### config.mk
export PLATFORM = sky130hd
export DESIGN_NAME = intpol_ctrl_fsm
export DESIGN_NICKNAME = d
export VERILOG_FILES = /design/src/rtl/intpol_ctrl_fsm.sv
export SDC_FILE = /design/constraint.sdc
export NUM_CORES = 1
export LEC_CHECK = 0
export BUFFER_PORTS_ARGS = -buffer_cell sky130_fd_sc_hd__buf_2
export CORE_UTILIZATION = 54
export CTS_BUF_LIST = sky130_fd_sc_hd__clkbuf_16
export DETAILED_ROUTE_END_ITERATION = 16
export HOLD_SLACK_MARGIN = 0.02
export PLACE_DENSITY = 0.8
export SLEW_MARGIN = 10
export SYNTH_ARGS = -nofsm -noshare
export SYNTH_HDL_FRONTEND = slang
export SYNTH_SLANG_ARGS = --single-unit
### constraint.sdc
create_clock -name clk -period 3.1 [get_ports clk]
set_clock_uncertainty 0.2 [all_clocks]
set_input_delay 0.31 -clock clk [delete_from_list [all_inputs] [get_ports clk]]
set_output_delay 0.31 -clock clk [all_outputs]
set_load 0.1 [all_outputs]
### src/rtl/intpol_ctrl_fsm.sv
// Control sequencer for the interpolation datapath: config load, per-sample
// interpolation phases, stream refill and bypass paths, with FIFO flow control.
module intpol_ctrl_fsm #(
  parameter int ADDR_W = 4,
  parameter int CNT_W  = 8,
  parameter int OUT_W  = 16
) (
  input  logic              clk,
  input  logic              rstn,
  input  logic              start,
  input  logic              mode,
  input  logic              bypass,
  input  logic [ADDR_W-1:0] n_addr,
  input  logic [CNT_W-1:0]  factor,
  input  logic              Empty,
  input  logic              Afull,
  output logic              busy,
  output logic              Read_Enable,
  output logic              Write_Enable,
  output logic              Ld_data,
  output logic              Ld_p1_xi,
  output logic              en_M_addr,
  output logic [ADDR_W-1:0] addr,
  output logic [CNT_W-1:0]  phase,
  output logic              en_sum,
  output logic              sel_mult,
  output logic              en_stream,
  output logic              stop_empty,
  output logic              stop_Afull,
  output logic              done,
  output logic              clear,
  output logic [OUT_W-1:0]  out_cnt
);

  typedef enum logic [3:0] {
    IDLE, LOAD, PRIME, INTERP, DONE, STREAM, CLEAR, BYP_ACCEL, BYP_STRM
  } state_t;

  typedef struct packed {
    logic              mode;
    logic              bypass;
    logic [ADDR_W-1:0] n_addr;
    logic [CNT_W-1:0]  lfac;
  } cfg_t;

  state_t state, state_nxt;
  cfg_t   cfg;
  logic   addr_inc, addr_wrap, ph_inc, ph_wrap;

  always_comb begin
    state_nxt   = state;
    busy        = 1'b0;
    Read_Enable = 1'b0;
    Ld_data     = 1'b0;
    Ld_p1_xi    = 1'b0;
    en_M_addr   = 1'b0;
    en_sum      = 1'b0;
    sel_mult    = 1'b0;
    en_stream   = 1'b0;
    stop_empty  = 1'b0;
    stop_Afull  = 1'b0;
    done        = 1'b0;
    addr_inc    = 1'b0;
    addr_wrap   = 1'b0;
    ph_inc      = 1'b0;
    ph_wrap     = 1'b0;
    case (state)
      IDLE: if (start) state_nxt = LOAD;
      LOAD: begin
        busy = 1'b1;
        // in stream mode the config words come through the FIFO, so wait on it
        if (cfg.mode && Empty) begin
          stop_empty = 1'b1;
        end else begin
          Read_Enable = 1'b1;
          en_M_addr   = 1'b1;
          if (addr == cfg.n_addr) begin
            addr_wrap = 1'b1;
            if (!cfg.bypass)  state_nxt = PRIME;
            else if (cfg.mode) state_nxt = BYP_STRM;
            else               state_nxt = BYP_ACCEL;
          end else begin
            addr_inc = 1'b1;
          end
        end
      end
      PRIME: begin
        busy      = 1'b1;
        Ld_p1_xi  = 1'b1;
        state_nxt = INTERP;
      end
      INTERP: begin
        busy     = 1'b1;
        sel_mult = 1'b1;
        if (cfg.mode && Afull) begin
          stop_Afull = 1'b1;
        end else begin
          Ld_data = 1'b1;
          if (phase == cfg.lfac - CNT_W'(1)) begin
            ph_wrap   = 1'b1;
            state_nxt = DONE;
          end else begin
            en_sum = 1'b1;
            ph_inc = 1'b1;
          end
        end
      end
      DONE: begin
        busy      = 1'b1;
        done      = 1'b1;
        state_nxt = cfg.mode ? STREAM : IDLE;
      end
      STREAM: begin
        busy      = 1'b1;
        en_stream = 1'b1;
        if (Empty) begin
          stop_empty = 1'b1;
        end else begin
          Read_Enable = 1'b1;
          state_nxt   = PRIME;
        end
      end
      CLEAR: begin
        if (!start) begin
          if (cfg.mode && Empty) stop_empty = 1'b1;
          else                   state_nxt  = LOAD;
        end
      end
      BYP_ACCEL: begin
        busy      = 1'b1;
        done      = 1'b1;
        state_nxt = IDLE;
      end
      BYP_STRM: begin
        busy        = 1'b1;
        stop_empty  = Empty;
        stop_Afull  = Afull;
        Read_Enable = !Empty && !Afull;
      end
      default: state_nxt = IDLE;
    endcase
    // start outside IDLE is an abort
    if (start && state != IDLE) state_nxt = CLEAR;
  end

  assign clear = start | done;

  always_ff @(posedge clk) begin
    if (!rstn) begin
      state        <= IDLE;
      cfg          <= '0;
      addr         <= '0;
      phase        <= '0;
      out_cnt      <= '0;
      Write_Enable <= 1'b0;
    end else begin
      state        <= state_nxt;
      Write_Enable <= Ld_data;
      if (start) begin
        cfg.mode   <= mode;
        cfg.bypass <= bypass;
        cfg.n_addr <= n_addr;
        cfg.lfac   <= (factor == '0) ? CNT_W'(1) : factor;
        addr       <= '0;
        phase      <= '0;
        out_cnt    <= '0;
      end else begin
        if (addr_wrap)     addr  <= '0;
        else if (addr_inc) addr  <= addr + ADDR_W'(1);
        if (ph_wrap)       phase <= '0;
        else if (ph_inc)   phase <= phase + CNT_W'(1);
        if (Write_Enable)  out_cnt <= out_cnt + OUT_W'(1);
      end
    end
  end

endmodule

Word-level counts from Yosys, hierarchy flattened
Index checks and enable logic that the tools add are counted.

cells by class
  mux-type cells = 43
  eq/ne operators = 27
  add/subtract/negate cells = 4
  bitwise operators = 3
  reduce and logical (&&, ||, !) cells = 17

operators by type and width
  cell                                               number
  2-to-1 mux 4 bit                                   10
  one-hot mux 4 bit (8 select lines)                 1
  2-to-1 mux 1 bit                                   26
  != test 3 bit (second input constant)              8
  != test 2 bit (second input constant)              9
  AND reduction 9 bit                                2
  adder 16 x 1 -> 16 bit (second input constant)     1
  == test 4 x 3 -> 1 bit (second input constant)     4
  adder 8 x 1 -> 8 bit (second input constant)       1
  == test 4 x 2 -> 1 bit (second input constant)     2
  == test 8 bit                                      1
  zero test 8 bit                                    1
  2-to-1 mux 8 bit                                   1
  subtractor 8 x 1 -> 8 bit (second input constant)  1
  OR reduction 7 bit                                 1
  2-to-1 mux 3 bit                                   2
  OR reduction 2 bit                                 3
  OR reduction 3 bit                                 2
  adder 4 x 1 -> 4 bit (second input constant)       1
  == test 4 x 1 -> 1 bit (second input constant)     1
  == test 4 bit                                      1
  == test 4 bit (second input constant)              1
  logical AND 1 bit                                  4
  zero test 4 bit                                    1
  other kinds (7)                                    9

word-level totals
  bits of input ports = 19
  bits in registers = 47
  output and inout port bits = 41

Depth between registers and ports, before layout
Gate-level depths: netlist of run 1.

  depth after elaboration = 6
  mapped depth = 9

Worst setup path before layout of run 1
OpenSTA, ideal clock, no wires.

  path kind = register -> output
  start point = register state[2]
  end point = output port clear
  required time = 2.590 ns
  path buffers = 1
  slack = -1.895 ns
  arrival time = 4.485 ns
  cell stages (with the launch flop) = 5
  path through = dfxtp_1 > clkbuf_1 > inv_1 > nor4_1 > or2_2

between the ends
  longest elaborated chain between the ends = 4
  elaborated cells on any way between the ends = 5

RTL lines
  item                            line  source
  start: declaration              46    state_t state, state_nxt;
  start signal: assignment        157   state <= state_nxt;
  == test 4 x 3 -> 1 bit          67    case (state)
  OR reduction 2 bit (no line) *  -
  2-to-1 mux 1 bit *              67
  named net done                  30    output logic done,
  bitwise OR 1 bit *              146   assign clear = start | done;
  end: declaration                31    output logic clear,

Mark *: on every way through the listed nets, which the timed path passes. The rest lies on a longest branch.

Worst setup path in the final report of run 1
  start point = register cfg[0] (netlist bit)
  end point = output port en_sum

between the ends
  longest elaborated chain between the ends = 5

RTL lines
  item                       line  source
  start: declaration         47    cfg_t cfg;
  subtractor 8 x 1 -> 8 bit  99    if (phase == cfg.lfac - CNT_W'(1)) begin
  == test 8 bit              99
  2-to-1 mux 1 bit           99
  2-to-1 mux 1 bit           95    if (cfg.mode && Afull) begin
  2-to-1 mux 1 bit           67
  end: declaration           25    output logic en_sum,

Every way passes these cells.

==> results of run 1 <==
[stage by stage]
stage	util (%)	TNS (ns)	total power [uW]
floorplan	-	-0.6075	1404
global placement	63.36	0	1530
detailed placement	63.36	0	1537
CTS	66.93	0	2144
global route	66.99	0	2237
finish	66.99	0	2134
[cells by family after synthesis]
logic type      count (synthesis)
simple gates                  137
fa+ha+maj                       4
xor+xnor                       24
mux                            17
buf+inv                        25
compound gates                 63
flops                          47
[critical path, stage by stage (launching register included)]
cell      delay [ns]
dfxtp_1         0.41
inv_1           0.06
ha_1            0.22
nand2_1         0.09
or2b_2          0.29
a211o_2         0.33
a2111o_1        0.35
and2_2          0.19
buf_4           0.23
[per-layer routing]
| layer | GRT usage, % | vias to the layer above | part of all wire (%) |
|---|---|---|---|
| met4 | 8.715 | 0 | 2.0 |
| li1 | - | 1226 | - |
| met5 | 0 | - | 0 |
| met3 | 4.501 | 10 | 4.8 |
| met1 | 28.85 | 1113 | 46 |
| met2 | 39.62 | 76 | 47 |
[cells in the mapped netlist, drive strengths merged, types with 2 or more instances]
master / number / area, um^2
or2b: 2 / 17.52
buf: 3 / 18.77
o22ai: 3 / 18.77
o21a: 2 / 15.01
nand4: 6 / 37.54
a22oi: 4 / 30.03
nand3b: 2 / 15.01
mux2i: 16 / 160.2
a21o: 2 / 15.01
and2b: 2 / 17.52
o41ai: 2 / 17.52
and2: 5 / 32.53
xor2: 16 / 140.1
nor3: 6 / 30.03
nand2b: 2 / 12.51
ha: 4 / 50.05
clkbuf: 12 / 45.04
nand3: 7 / 35.03
nor2b: 22 / 137.6
or3: 4 / 25.02
inv: 10 / 37.54
nand2: 27 / 101.4
o21ai: 11 / 55.05
dfxtp: 47 / 940.9
a32o: 2 / 20.02
nor4: 3 / 18.77
a31oi: 4 / 25.02
nor2: 30 / 112.6
nor3b: 2 / 15.01
xnor2: 8 / 70.07
and3: 12 / 75.07
a21oi: 16 / 80.08
o31ai: 6 / 45.04
[flip-flops by register name, summed over array words and instances (netlist names)]
name,cells
state,4
addr,4
cfg,14
Write_Enable,1
phase,8
out_cnt,16
[layout make-up]
class,count,area [um^2]
clock buffer,5,125.1
fill,393,1549
inverter,10,37.54
sequential,47,942.2
timing repair buffer,62,320.3
multi-input combinational,245,1608
clock inverter,3,42.54
tap,54,67.56
[report_power, final]
group | switching, uW | internal [uW] | total (uW)
clock network | 222 | 380 | 602
registers | 76.4 | 635 | 712
logic | 607 | 214 | 820
[path summary, 6_finish.rpt]
| path | from | endpoint | slack (ns) | cells after the start |
|---|---|---|---|---|
| worst min register to register | out_cnt[15] | out_cnt[15] | 0.28 | 2 |
| worst max-delay path | cfg[0] | en_sum | 0.15 | 8 |
| worst min-delay path | n_addr[0] | cfg[8] | 0.08 | 3 |
| worst max register to register | cfg[0] | phase[7] | 0.53 | 7 |
[what timing repair did]
action	4_1_cts	5_1_grt
resized for setup	0	2
endpoints found under the hold margin	0	0
setup endpoints to repair	0	1
==> flow_metrics.tcl, run 1 <==
set metrics [dict create \
    cellLeakagePower_uw 0.001396 \
    outcome "finished clean" \
    post_synth_num_cell_types 52 \
    grt_pass1_vias 2086 \
    synth-compound-area-share_pct 16.18 \
    drive_above_1_share_pct 22.85 \
    cp.required_ns 2.59 \
    dieArea_um2 5154 \
    gpl.final_weighted_congestion 0.8450 \
    maxClockFrequency_mhz 338.5 \
    final_cell_area_um2 3143 \
    grt_first_pass_wirelength_um 9542 \
    io-pin-count 60 \
    synth_top_flop_cell "dfxtp_1" \
    mappedNetlistArea_um2 2630 \
    combinational_family_with_the_most_area_after_synthesis "simple AND/OR/NAND/NOR gates" \
    fp.coreArea_um2 4692 \
    slew_viol_final 0 \
    remaining_max_slew_budget_at_the_tightest_pin_pct 57.86 \
    place_inst 418 \
    synth_area_per_cell_um2 8.297 \
    cts_tree "built" \
    avgRoutedWirePerCell_um 13.59 \
    detailedRoute.firstPassIterationCount 4 \
    muxShareOfSynthArea_pct 6.518 \
    cts_root_buf "clkbuf_16" \
    tightest_slew_ns 0.6313 \
    syn-instance-count 317 \
    drtIter0Drc 63 \
    drt.antenna.violating_nets 0 \
    routed-via-count 2425 \
    synth_nets 340 \
    worst_setup_path_start_kind "register" \
    finalNonFillerCells 426 \
    finalHoldViolCount 0 \
    post_synth_edffs 0 \
    syn2layout_area_growth_pct 19.51 \
    drc 0 \
    clkSlewWorstSetupHoldPaths_ns 0.06 \
    period_utilization_pct 95.31 \
    layout.cells.most_common "buf_2" \
    clk-insertion-delay-late_ns 0.28 \
    floorplan.die.height_um 71.79 \
    yosysSeqAreaShare_pct 35.78 \
    pin_count_of_the_biggest_net_entering_global_routing 23 \
    grt_util_all_layers_pct 23.17 \
    starting_density_pct 56.05 \
    final-setup-viol-count 0 \
    number_of_buffers_created_by_cts 5 \
    min-delay-path-class "in2reg" \
    h-tree-depth 2 \
    pre_cts_slack_ns 0.3886 \
    synth-warning-count 0 \
    number_of_synthesized_register_bits 47 \
    peakVddDrop_mv 0.7559 \
    post_synth_and_or_nand_nor_area_fraction_pct 27.78 \
    port-buffer-count 59 \
    finalHoldWorstSlack_ns 0.08473 \
    cellPowerDensity_nw_per_um2 679.1 \
    cts_num_sinks 47 \
    total_setup_buffers_inserted_after_cts 0 \
    final_net_count 394 \
    cp_max_fo 5 \
    worst_ep_arrival_time_ns 2.44 \
    ys_async_sr_fraction_pct 0 \
    synth-xor-area-share_pct 7.992 \
    max-clock-path-buffers 2 \
    most_used_cells_in_the_layout_excluding_fill_and_tap_cells "buf_2, dfxtp_1, nor2_1, nand2_1, nor2b_1" \
    cts.hold.buffers_added 0 \
    placementRows 25 \
    critical_path.endpoint_type "primary output" \
    drv.max_cap_violation_count 0 \
    finalCriticalPeriod_ns 2.955 \
    num_antenna_cells 0 \
    yosys.area_share.adder_pct 1.903 \
    die-width_um 71.79 \
    crit_type "reg2out" \
    placed_cell_areas_um2 2973 \
    worst_slack_ns 0.1454 \
    grt_overflow_total 0 \
    routed_wirelength_um 5789 \
    setup_repair_after_global_routing_missed_its_margin "false" \
    hpwl_um 4111 \
    grt_antenna_before_repair 0 \
    per_cell_via_count_in_the_routed_design 5.692 \
]
Note: power is estimated with default switching activity, not from simulation.
==> run 2: changes to the inputs <==
REMOVE_ABC_BUFFERS = 1   (was default)
==> flow_metrics.tcl, run 2 (synthesis results as in run 1) <==
set metrics [dict create \
    outcome "finished clean" \
    grt_pass1_vias 2180 \
    timing.hold.worst_path_depth 3 \
    worst_ep_arrival_time_ns 2.45 \
    crit_type "reg2out" \
    hpwl_um 4001 \
    h-tree-depth 2 \
    layout.cells.most_common "buf_2" \
    routed-via-count 2426 \
    cts_num_sinks 47 \
    avgRoutedWirePerCell_um 13.33 \
    io-pin-count 60 \
    grt_first_pass_wirelength_um 9687 \
    largestRegisters "out_cnt: 16 flops, cfg: 14 flops, phase: 8 flops" \
    cp.required_ns 2.59 \
    starting_density_pct 56.05 \
    drv.max_cap_violation_count 0 \
    gr-usage-met1_pct 30.31 \
    gpl.final_weighted_congestion 0.8149 \
    floorplan.die.height_um 71.79 \
    layout.core_utilization_pct 65.92 \
    clkSlewWorstSetupHoldPaths_ns 0.06 \
    largest_register "out_cnt" \
    grt_overflow_total 0 \
    cellLeakagePower_uw 0.001373 \
    largest_register_ffs 16 \
    die-width_um 71.79 \
    power_frac_comb_pct 40.0 \
    drt.antenna.violating_nets 0 \
    pwr-share-clk_pct 25.7 \
    cts.hold.buffers_added 0 \
    slew_viol_final 0 \
    grt_most_used_layer "met2" \
    min-delay-path-class "in2reg" \
    placementRows 25 \
    setup_repair_after_global_routing_missed_its_margin "false" \
    maxClockFrequency_mhz 338.0 \
    drc 0 \
    remaining_max_slew_budget_at_the_tightest_pin_pct 52.00 \
    cts_root_buf "clkbuf_16" \
    finalHoldViolCount 0 \
    syn2layout_area_growth_pct 17.60 \
    total_setup_buffers_inserted_after_cts 0 \
    cts_tree "built" \
    drive_above_1_share_pct 21.83 \
    placed_cell_areas_um2 2944 \
    pin_count_of_the_biggest_net_entering_global_routing 23 \
    seq_power_share_pct 34.3 \
    grt_util_all_layers_pct 23.28 \
    p_int_uw 1138 \
    peakVddDrop_mv 0.7985 \
    fp.coreArea_um2 4692 \
    worst_setup_path_start_kind "register" \
    finalCriticalPeriod_ns 2.959 \
    final_cell_area_um2 3093 \
    final-setup-viol-count 0 \
    detailedRoute.firstPassIterationCount 4 \
    port-buffer-count 59 \
    tightest_slew_ns 0.7135 \
    period_utilization_pct 95.44 \
    netSwitchingPower_uw 900.7 \
    critical_path.endpoint_type "primary output" \
    drtIter0Drc 129 \
    final_net_count 393 \
    cellPowerDensity_nw_per_um2 659.2 \
    worstRegToRegCells 9 \
    finalHoldWorstSlack_ns 0.07915 \
    grt_util_met3_pct 4.923 \
    ctsResizeCount 0 \
    most_used_cells_in_the_layout_excluding_fill_and_tap_cells "buf_2, dfxtp_1, nor2_1, nand2_1, nor2b_1" \
    dieArea_um2 5154 \
    number_of_buffers_created_by_cts 5 \
    num_antenna_cells 0 \
    clk-insertion-delay-late_ns 0.29 \
    max-clock-path-buffers 2 \
    cp_max_fo 4 \
    power.share.switching_pct 44.18 \
    grt_antenna_before_repair 0 \
    per_cell_via_count_in_the_routed_design 5.708 \
    grtUsageMet2_pct 38.99 \
    routed_wirelength_um 5665 \
]
run 2: final cells by class:
cell class	instances	area [um^2]
multi-input cells	245	1588
clock buffers	5	125.1
repair buffers	61	312.8
clock inverters	3	20.02
well taps	54	67.56
fillers	412	1599
flip-flops and latches	47	942.2
inverters	10	37.54
run 2: path summary, 6_finish.rpt:
| kind | slack [ns] | end | from |
|---|---|---|---|
| max | 0.14 | en_sum | cfg[1] |
| min | 0.08 | cfg[8] | n_addr[0] |
| max reg2reg | 0.56 | phase[6] | cfg[1] |
| min reg2reg | 0.29 | out_cnt[15] | out_cnt[15] |
run 2: power groups by stage:
stage / logic (uW) / clock network [uW] / registers [uW]
2_1_floorplan: 638 / 0 / 732
3_3_place_gp: 803 / 0 / 710
3_5_place_dp: 808 / 0 / 711
4_1_cts: 815 / 531 / 698
5_1_grt: 871 / 561 / 710
6_report: 816 / 524 / 700
run 2: stage by stage:
stage | setup slack (ns) | setup TNS [ns] | power [uW] | instances
CTS | 0.02798 | 0 | 2044 | 425
global placement | 0.3934 | 0 | 1513 | 417
global route | 0.01800 | 0 | 2141 | 425
floorplan | -1.829 | -7.736 | 1369 | 302
finish | 0.1413 | 0 | 2039 | 425
detailed placement | 0.3694 | 0 | 1520 | 417
run 2: critical path, stage by stage, from the launching register on:
cell and delay (ns):
dfxtp_1 0.38, inv_1 0.06, ha_1 0.21, nand2_1 0.09, or2b_2 0.29, a211o_2 0.33
a2111o_1 0.37, and2_2 0.20, buf_4 0.23
run 2: routing by layer:
| layer | part of all wire (%) | vias up |
|---|---|---|
| li1 | - | 1229 |
| met1 | 46 | 1132 |
| met2 | 49 | 60 |
| met3 | 4.0 | 5 |
| met4 | 1.1 | 0 |
| met5 | 0 | - |
